### src/rtl/delay_pkg.sv
`default_nettype none
// ============================================================================
// delay_pkg : state encoding and protocol constants for the serial SRAM model
// Rev 1.0
// ============================================================================
package delay_pkg;

  typedef enum logic [2:0] {
    S_IDLE   = 3'd0,
    S_CMD    = 3'd1,
    S_ADDR   = 3'd2,
    S_WRITE  = 3'd3,
    S_READ   = 3'd4,
    S_IGNORE = 3'd5
  } sram_state_t;

  localparam logic [7:0] SRAM_CMD_READ  = 8'h03;
  localparam logic [7:0] SRAM_CMD_WRITE = 8'h02;
  localparam int         SRAM_ADDR_BITS = 24;

endpackage
`default_nettype wire

### src/rtl/spi_pin_sync.sv
`default_nettype none
// ============================================================================
// spi_pin_sync : 2-flop synchronizer with rise/fall pulses on the synced value
// Rev 1.0
// ============================================================================
module spi_pin_sync (
  input  logic clk,
  input  logic rst,
  input  logic pin,
  output logic sync,
  output logic rise,
  output logic fall
);

  // [1:0] is the synchronizer, [2] remembers the previous synced value
  logic [2:0] r_sh;

  always_ff @(posedge clk or posedge rst) begin
    if (rst) r_sh <= 3'b000;
    else     r_sh <= {r_sh[1:0], pin};
  end

  assign sync = r_sh[1];
  assign rise = r_sh[1] & ~r_sh[2];
  assign fall = ~r_sh[1] & r_sh[2];

endmodule
`default_nettype wire

### src/rtl/spi_sram_responder.sv
`default_nettype none
// ============================================================================
// spi_sram_responder : SPI mode-0 sequential-mode serial SRAM emulator
// Rev 1.0
// ============================================================================
module spi_sram_responder
  import delay_pkg::*;
#(
  parameter int ADDR_W = 17
) (
  input  logic              clk,
  input  logic              rst,
  input  logic              sck_ram,
  input  logic              css_ram,
  input  logic              sdi,
  output logic              sdo,
  output logic [ADDR_W-1:0] mem_addr,
  output logic              mem_we,
  output logic [7:0]        mem_wdata,
  input  logic [7:0]        mem_rdata,
  output logic              busy
);

  logic w_sck_sync, w_sck_rise, w_sck_fall;
  logic w_css_sync, w_css_rise, w_css_fall;
  logic w_sdi, w_sdi_rise, w_sdi_fall;

  spi_pin_sync u_sync_sck (.clk(clk), .rst(rst), .pin(sck_ram),
                           .sync(w_sck_sync), .rise(w_sck_rise), .fall(w_sck_fall));
  spi_pin_sync u_sync_css (.clk(clk), .rst(rst), .pin(css_ram),
                           .sync(w_css_sync), .rise(w_css_rise), .fall(w_css_fall));
  spi_pin_sync u_sync_sdi (.clk(clk), .rst(rst), .pin(sdi),
                           .sync(w_sdi), .rise(w_sdi_rise), .fall(w_sdi_fall));

  sram_state_t                r_state, w_next;
  logic [4:0]                 r_bit_cnt;
  logic [SRAM_ADDR_BITS-1:0]  r_shift;
  logic [7:0]                 r_tx;
  logic [ADDR_W-1:0]          r_addr;
  logic                       r_op_rd, r_fetch, r_load;

  logic [SRAM_ADDR_BITS-1:0]  w_addr_full;
  logic [7:0]                 w_rx_byte;
  logic [ADDR_W-1:0]          w_addr_new, w_addr_inc;
  logic                       w_first_bit, w_shift_en, w_cmd_done, w_addr_done;
  logic                       w_commit, w_next_byte, w_tx_shift, w_byte_end;

  assign w_addr_full = {r_shift[SRAM_ADDR_BITS-2:0], w_sdi};
  assign w_rx_byte   = w_addr_full[7:0];
  assign w_addr_new  = w_addr_full[ADDR_W-1:0];
  assign w_addr_inc  = r_addr + ADDR_W'(1);

  logic w_unused;
  assign w_unused = ^{w_sck_sync, w_css_sync, w_sdi_rise, w_sdi_fall,
                      r_shift[SRAM_ADDR_BITS-1], w_addr_full};

  always_ff @(posedge clk or posedge rst) begin
    if (rst) r_state <= S_IDLE;
    else     r_state <= w_next;
  end

  always_comb begin
    w_next = r_state;
    if (w_css_rise) begin
      w_next = S_IDLE;
    end else begin
      case (r_state)
        S_IDLE: if (w_css_fall) w_next = S_CMD;
        S_CMD:  if (w_sck_rise && r_bit_cnt == 5'd7)
                  w_next = (w_rx_byte == SRAM_CMD_WRITE || w_rx_byte == SRAM_CMD_READ)
                           ? S_ADDR : S_IGNORE;
        S_ADDR: if (w_sck_rise && r_bit_cnt == 5'(SRAM_ADDR_BITS - 1))
                  w_next = r_op_rd ? S_READ : S_WRITE;
        default: w_next = r_state;
      endcase
    end
  end

  always_comb begin
    w_first_bit = (r_state == S_IDLE) && w_css_fall && w_sck_rise;
    w_shift_en  = w_first_bit || (w_sck_rise &&
                  (r_state == S_CMD || r_state == S_ADDR || r_state == S_WRITE));
    w_cmd_done  = (r_state == S_CMD) && w_sck_rise && (r_bit_cnt == 5'd7) && !w_css_rise;
    w_addr_done = (r_state == S_ADDR) && w_sck_rise && !w_css_rise &&
                  (r_bit_cnt == 5'(SRAM_ADDR_BITS - 1));
    // a byte completed on the same clk css rises still commits
    w_commit    = (r_state == S_WRITE) && w_sck_rise && (r_bit_cnt == 5'd7);
    w_next_byte = (r_state == S_READ) && w_sck_rise && (r_bit_cnt == 5'd7) && !w_css_rise;
    w_tx_shift  = (r_state == S_READ) && w_sck_fall && !w_css_rise;
    w_byte_end  = ((r_state == S_CMD || r_state == S_WRITE || r_state == S_READ) &&
                   r_bit_cnt == 5'd7) ||
                  (r_state == S_ADDR && r_bit_cnt == 5'(SRAM_ADDR_BITS - 1));
  end

  always_ff @(posedge clk or posedge rst) begin
    if (rst) begin
      r_bit_cnt <= '0;
      r_shift   <= '0;
      r_tx      <= '0;
      r_addr    <= '0;
      r_op_rd   <= 1'b0;
      r_fetch   <= 1'b0;
      r_load    <= 1'b0;
      sdo       <= 1'b0;
      mem_addr  <= '0;
      mem_we    <= 1'b0;
      mem_wdata <= '0;
    end else begin
      mem_we  <= 1'b0;
      r_fetch <= 1'b0;
      r_load  <= r_fetch;

      if (r_state == S_IDLE)  r_bit_cnt <= w_first_bit ? 5'd1 : 5'd0;
      else if (w_sck_rise)    r_bit_cnt <= w_byte_end ? 5'd0 : r_bit_cnt + 5'd1;

      if (w_shift_en) r_shift <= w_addr_full;
      if (w_cmd_done) r_op_rd <= (w_rx_byte == SRAM_CMD_READ);

      if (w_addr_done) begin
        r_addr   <= w_addr_new;
        mem_addr <= w_addr_new;
        r_fetch  <= r_op_rd;
      end

      if (w_commit) begin
        mem_we    <= 1'b1;
        mem_addr  <= r_addr;
        mem_wdata <= w_rx_byte;
        r_addr    <= w_addr_inc;
      end

      if (w_next_byte) begin
        r_addr   <= w_addr_inc;
        mem_addr <= w_addr_inc;
        r_fetch  <= 1'b1;
      end

      // memory data arrives two clks after the fetch request
      if (r_load)          r_tx <= mem_rdata;
      else if (w_tx_shift) r_tx <= {r_tx[6:0], 1'b0};

      if (r_state != S_READ || w_css_rise) sdo <= 1'b0;
      else if (w_tx_shift)                 sdo <= r_tx[7];
    end
  end

  assign busy = (r_state != S_IDLE);

endmodule
`default_nettype wire

### config.mk
export PLATFORM = sky130hd
export DESIGN_NAME = spi_sram_responder
export DESIGN_NICKNAME = d
export VERILOG_FILES = /design/src/rtl/delay_pkg.sv /design/src/rtl/spi_pin_sync.sv /design/src/rtl/spi_sram_responder.sv
export SDC_FILE = /design/constraint.sdc
export NUM_CORES = 1
export LEC_CHECK = 0
export CORE_MARGIN = 5
export CORE_UTILIZATION = 45
export CTS_BUF_LIST = sky130_fd_sc_hd__clkbuf_16
export CTS_CLUSTER_SIZE = 30
export DETAILED_ROUTE_END_ITERATION = 12
export PLACE_DENSITY_LB_ADDON = 0.08
export REMOVE_ABC_BUFFERS = 1
export SLEW_MARGIN = 20
export SYNTH_ARGS = -nofsm -noshare
export SYNTH_HDL_FRONTEND = slang
export SYNTH_SLANG_ARGS = --single-unit
export TNS_END_PERCENT = 1
### constraint.sdc
create_clock -name clk -period 3.8 [get_ports clk]
set_clock_uncertainty 0.05 [all_clocks]
set_input_delay 0.38 -clock clk [delete_from_list [all_inputs] [get_ports clk]]
set_output_delay 0.38 -clock clk [all_outputs]
set_load 0.1 [all_outputs]
; ---- Word-level counts from Yosys, hierarchy flattened
; Cells that the tools add are included.
[word_totals]
reg_bits = 87
latchBits = 0
ramBits = 0
mem_bits_ro = 0
input_bits = 13
out_inout_bits = 28
elab_cells = 97
mem_count = 0
[classes]
add_sub_neg = 2
multipliers = 0
n_div = 0
order_cmp = 0
eq_ne = 12
shifts = 0
muxes = 23
n_bitwise = 8
reduce_logical = 37
[op_table]
columns = operator, n
row1 = 2-to-1 mux 17 bit, 5
row2 = logical AND 1 bit, 20
row3 = 2-to-1 mux 3 bit, 6
row4 = adder 17 x 1 -> 17 bit (second input constant), 1
row5 = equality test 8 x 2 -> 1 bit (second input constant), 2
row6 = 2-to-1 mux 8 bit, 2
row7 = 2-to-1 mux 5 bit, 3
row8 = inequality test 3 bit (second input constant), 4
row9 = one-hot mux 3 bit (3 select lines), 1
row10 = logical OR 1 bit, 8
row11 = equality test 3 x 2 -> 1 bit (second input constant), 2
row12 = 2-to-1 mux 1 bit, 6
row13 = nonzero test 2 bit, 3
row14 = nonzero test 3 bit, 2
row15 = adder 5 x 1 -> 5 bit (second input constant), 1
row16 = equality test 5 x 3 -> 1 bit (second input constant), 1
row17 = equality test 5 bit (second input constant), 1
row18 = AND 1 bit, 4
row19 = inverter 1 bit, 4
row20 = AND reduction 4 bit, 1
row21 = nonzero test 4 bit, 1
row22 = equality test 3 x 1 -> 1 bit (second input constant), 1
row23 = equality test 3 bit (second input constant), 1
row24 = zero test 3 bit, 1
row25 = zero test 1 bit, 1

; ---- Logic depth before layout (Yosys ltp)
[logic_depth]
depth_word = 8
depth_mapped = 8
depth_no_buf = 7

; ---- Modules after synthesis
; A second synthesis with hierarchy kept.
[hier_totals]
hier_cells = 452
hier_area_um2 = 4478.0
[by_module_without_submodules]
columns = mod, n_inst, cells_each, area_per_inst_um2
row1 = spi_sram_responder, 1, 434, 4196.5
row2 = spi_pin_sync, 3, 6, 93.8

; ---- Least setup slack after synthesis
; OpenSTA, ideal clock, no wires.
[synth_path]
path_type = register to register
from = reg r_state[2]
to = reg r_bit_cnt[3]
setup_time_ps = 129
arrival_ps = 1783
t_required_ps = 3621
path_slack_ps = 1837
path_stages_with_launch = 6
n_path_buf = 1
cell_sequence = dfrtp_1 -> clkbuf_1 -> nor3_1 -> inv_1 -> nand3_1 -> o21ai_0
[synth_via]
elab_chain_len = 8
elab_cells_between_ends = 14
[synth_lines]
columns = item, line_no
row1 = "start, declared", spi_sram_responder.sv:35  ; sram_state_t r_state, w_next;
row2 = "start signal, assigned", spi_sram_responder.sv:59  ; else r_state <= w_next;
row3 = equality test 3 x 1 -> 1 bit / equality test 3 x 2 -> 1 bit (equally long branches), spi_sram_responder.sv:90  ; w_byte_end = ((r_state == S_CMD || r_state == S_WRITE || r_state == S_READ) &&
row4 = logical OR 1 bit (2 in a row), spi_sram_responder.sv:90
row5 = logical AND 1 bit, spi_sram_responder.sv:90
row6 = logical OR 1 bit, spi_sram_responder.sv:91  ; r_bit_cnt == 5'd7) ||
row7 = 2-to-1 mux 5 bit (2 in a row), spi_sram_responder.sv:114  ; else if (w_sck_rise) r_bit_cnt <= w_byte_end ? 5'd0 : r_bit_cnt + 5'd1;
row8 = 2-to-1 mux 5 bit, spi_sram_responder.sv:113  ; if (r_state == S_IDLE) r_bit_cnt <= w_first_bit ? 5'd1 : 5'd0;
row9 = "end signal, assigned", spi_sram_responder.sv:113
row10 = "end signal, assigned", spi_sram_responder.sv:114
row11 = "end, declared", spi_sram_responder.sv:36  ; logic [4:0] r_bit_cnt;
; Several ways; a longest one is shown, not always the timed one. The select of a mux whose other input is x is not followed.
; A chain may end at the register's enable or synchronous reset.

; ---- Worst setup path after layout
[layout_path]
from = reg r_state[2]
to = out busy
[layout_via]
elab_chain_len = 1
[layout_lines]
columns = item, line_no
row1 = nonzero test 3 bit, spi_sram_responder.sv:147  ; assign busy = (r_state != S_IDLE);
row2 = "end, declared", spi_sram_responder.sv:21  ; output logic busy
; No other way between the ends.

==> results.md <==
- Status: complete, no violations
- DR WL/cell: 17.8 um
- Cell Area, Placed: 4890 um2
- First-pass GRT wire length: 18.1 mm
- Die Y: 109 um
- Die area: 11,900 um2
- Pre-antenna DRT Iters: 5
- Register area share after synthesis: 49.4%
- Drt via density: 5.89
- Hold_buf cts: 0
- CTS Buf Count: 9
- Routed wire length: 11.1 mm
- Starting Density: 45.5%
- Grt total ovfl: 0
- Final-report hold violation count: 0
- Largest net degree at the start of global routing: 53
- Setup crit end kind: primary output
- Crit path time final: 2950 ps
- Post-synth cell types: 61
- CTS tree: yes
- Via count: 3,678
- CTS Root Cell: clkbuf_16
- FF+latch count, synth: 87
- Syn Inst Count: 459
- Final Cycle Share: 77.6%
- Initial antenna violation count: 0
- Vias in the first global route: 3,469
- Slew headroom: 34.8%
- Routability cong.: 0.840
- Largest cells by area after synthesis: dfrtp_1, nand2_1, mux2_2
- Cts repair resizes: 0
- Area leader, netlist: dfrtp_1
- RSZ-0062 raised after global routing: no
- Worst vdd ir: 207 uV
- Clock sinks: 87
- GRT Resource Usage Total: 19.6%
- DIE WIDTH: 109 um
- 1st-iter DRT viols: 336
- Std-Cell Rows: 36
- Core area: 9680 um2
- Warnings, synthesis: 0
- Main flop type after synthesis: dfrtp_1
- Worst hold path type: flip-flop to flip-flop
- Post-route ant nets: 0
- Max_cap viols: 0
- # diodes: 0
- Worst Setup Start Kind: flip-flop
- Pleak: 2.22 nW
- CTS Buffer Depth: 2
- DPL Wire Length: 7.48 mm
- Worst skew pair latency: 340 ps
- Htree depth: 3
- Post-CTS Setup Repair Bufs: 0
- EDFF count, synth: 0
- Final slew viol count: 0
- WP data required: 3370 ps
- Most frequent cells in the layout: dfrtp_1, nand2_1, clkdlybuf4s50_1
- # nets final: 503
- Fraction of layout cells with a size suffix above 1: 10.6%
- Util after Layout: 53.6%
- Number of remaining DRC errors: 0
- Clock transition at path regs: 60 ps
- Commonest non-fill, non-tap cell in the layout: dfrtp_1
- FFs w/ async S/R, synth: 100%
- Pwr Density: 455 nW/um2
- Avg Cell Area, Syn: 9.61 um2
- Final setup fails: 0
- Critical path arrival: 2520 ps
- Synthesized area: 4410 um2
- Area Overhead vs Synth: 17.8%
- CP Max Fanout: 16
- # IOs: 41
- Design area: 5190 um2
- Crit Path Category: flip-flop to primary output
- TNS Setup: 0 ps
- Worst-margin pin slew: 975 ps
- Worst Hold Slack: 297 ps
- Yosys top cell area share: 49.4%
- Max Fclk: 339 MHz
- I/O Buffers: 40
## worst max-delay path, stage by stage (launching register included)
cell             delay, ps
dfrtp_1                540
nor3_1                 490
inv_1                  150
clkdlybuf4s50_1       1000
## logic make-up after synthesis
family                     share of synthesized area, %
xor gates and xnor gates                           1.99
adders and majority gates                         0.567
muxes                                              6.13
AOI/OAI and AO/OA                                  17.2
buffers and inverters                              3.83
DFF                                                49.4
and+or+nand+nor                                    20.9
## cells in the mapped netlist (11+ instances only)
cell type and number:
nor2_1 28, buf_2 11, mux2_2 16, nor3_1 12, o21ai_0 28, nand3_1 15
a21oi_1 20, dfrtp_1 87, clkbuf_1 12, nand2_1 72
## worst paths after layout
check	start	slack [ps]	to	cells after the start
worst max-delay path	r_state[2]	850	busy	3
worst min-delay path	u_sync_sdi.r_sh[0]	300	u_sync_sdi.r_sh[1]	0
worst max register to register	r_bit_cnt[0]	1180	r_addr[15]	6
worst min register to register	u_sync_sdi.r_sh[0]	300	u_sync_sdi.r_sh[1]	0
max in group asynchronous	rst	2420	mem_addr[15]	3
min in group asynchronous	rst	480	r_tx[0]	2
## stage by stage
step / worst slack, ps / total power [W] / std cells
floorplan: 1120 / 0.00135 / 431
global placement: 1240 / 0.00146 / 610
detailed placement: 1240 / 0.00147 / 610
CTS: 875 / 0.00239 / 624
global route: 794 / 0.00247 / 624
finish: 850 / 0.00236 / 624
## flip-flops by register name, summed over array words and instances, names as in the netlist
name             flops
u_sync_css.r_sh      3
r_load               1
r_fetch              1
r_shift             16
u_sync_sdi.r_sh      2
r_op_rd              1
mem_we               1
mem_wdata            8
u_sync_sck.r_sh      3
r_addr              17
r_state              3
mem_addr            17
r_bit_cnt            5
sdo                  1
r_tx                 8
## final cells by class
| class | instances | area (um2) |
|---|---|---|
| fillers | 890 | 4490 |
| flip-flops and latches | 87 | 2180 |
| multi-input cells | 334 | 2060 |
| repair buffers | 46 | 445 |
| clock buffers | 9 | 225 |
| well taps | 133 | 166 |
| clock inverters | 5 | 76.3 |
| inverters | 10 | 38.8 |
## layer usage
| metal | GRT usage [%] | routed length (um) | vias up |
|---|---|---|---|
| met2 | 29.9 | 5030 | 107 |
| li1 | - | - | 1727 |
| met5 | 0 | 0 | - |
| met3 | 3.08 | 635 | 13 |
| met4 | 6.13 | 170 | 0 |
| met1 | 28.7 | 5260 | 1831 |
## power by group
part	internal, W	switching [W]
logic	0.000133	0.000204
clock network	0.000565	0.000346
registers	0.00100	0.000115
No activity file was read; power rests on OpenSTA's default activity.
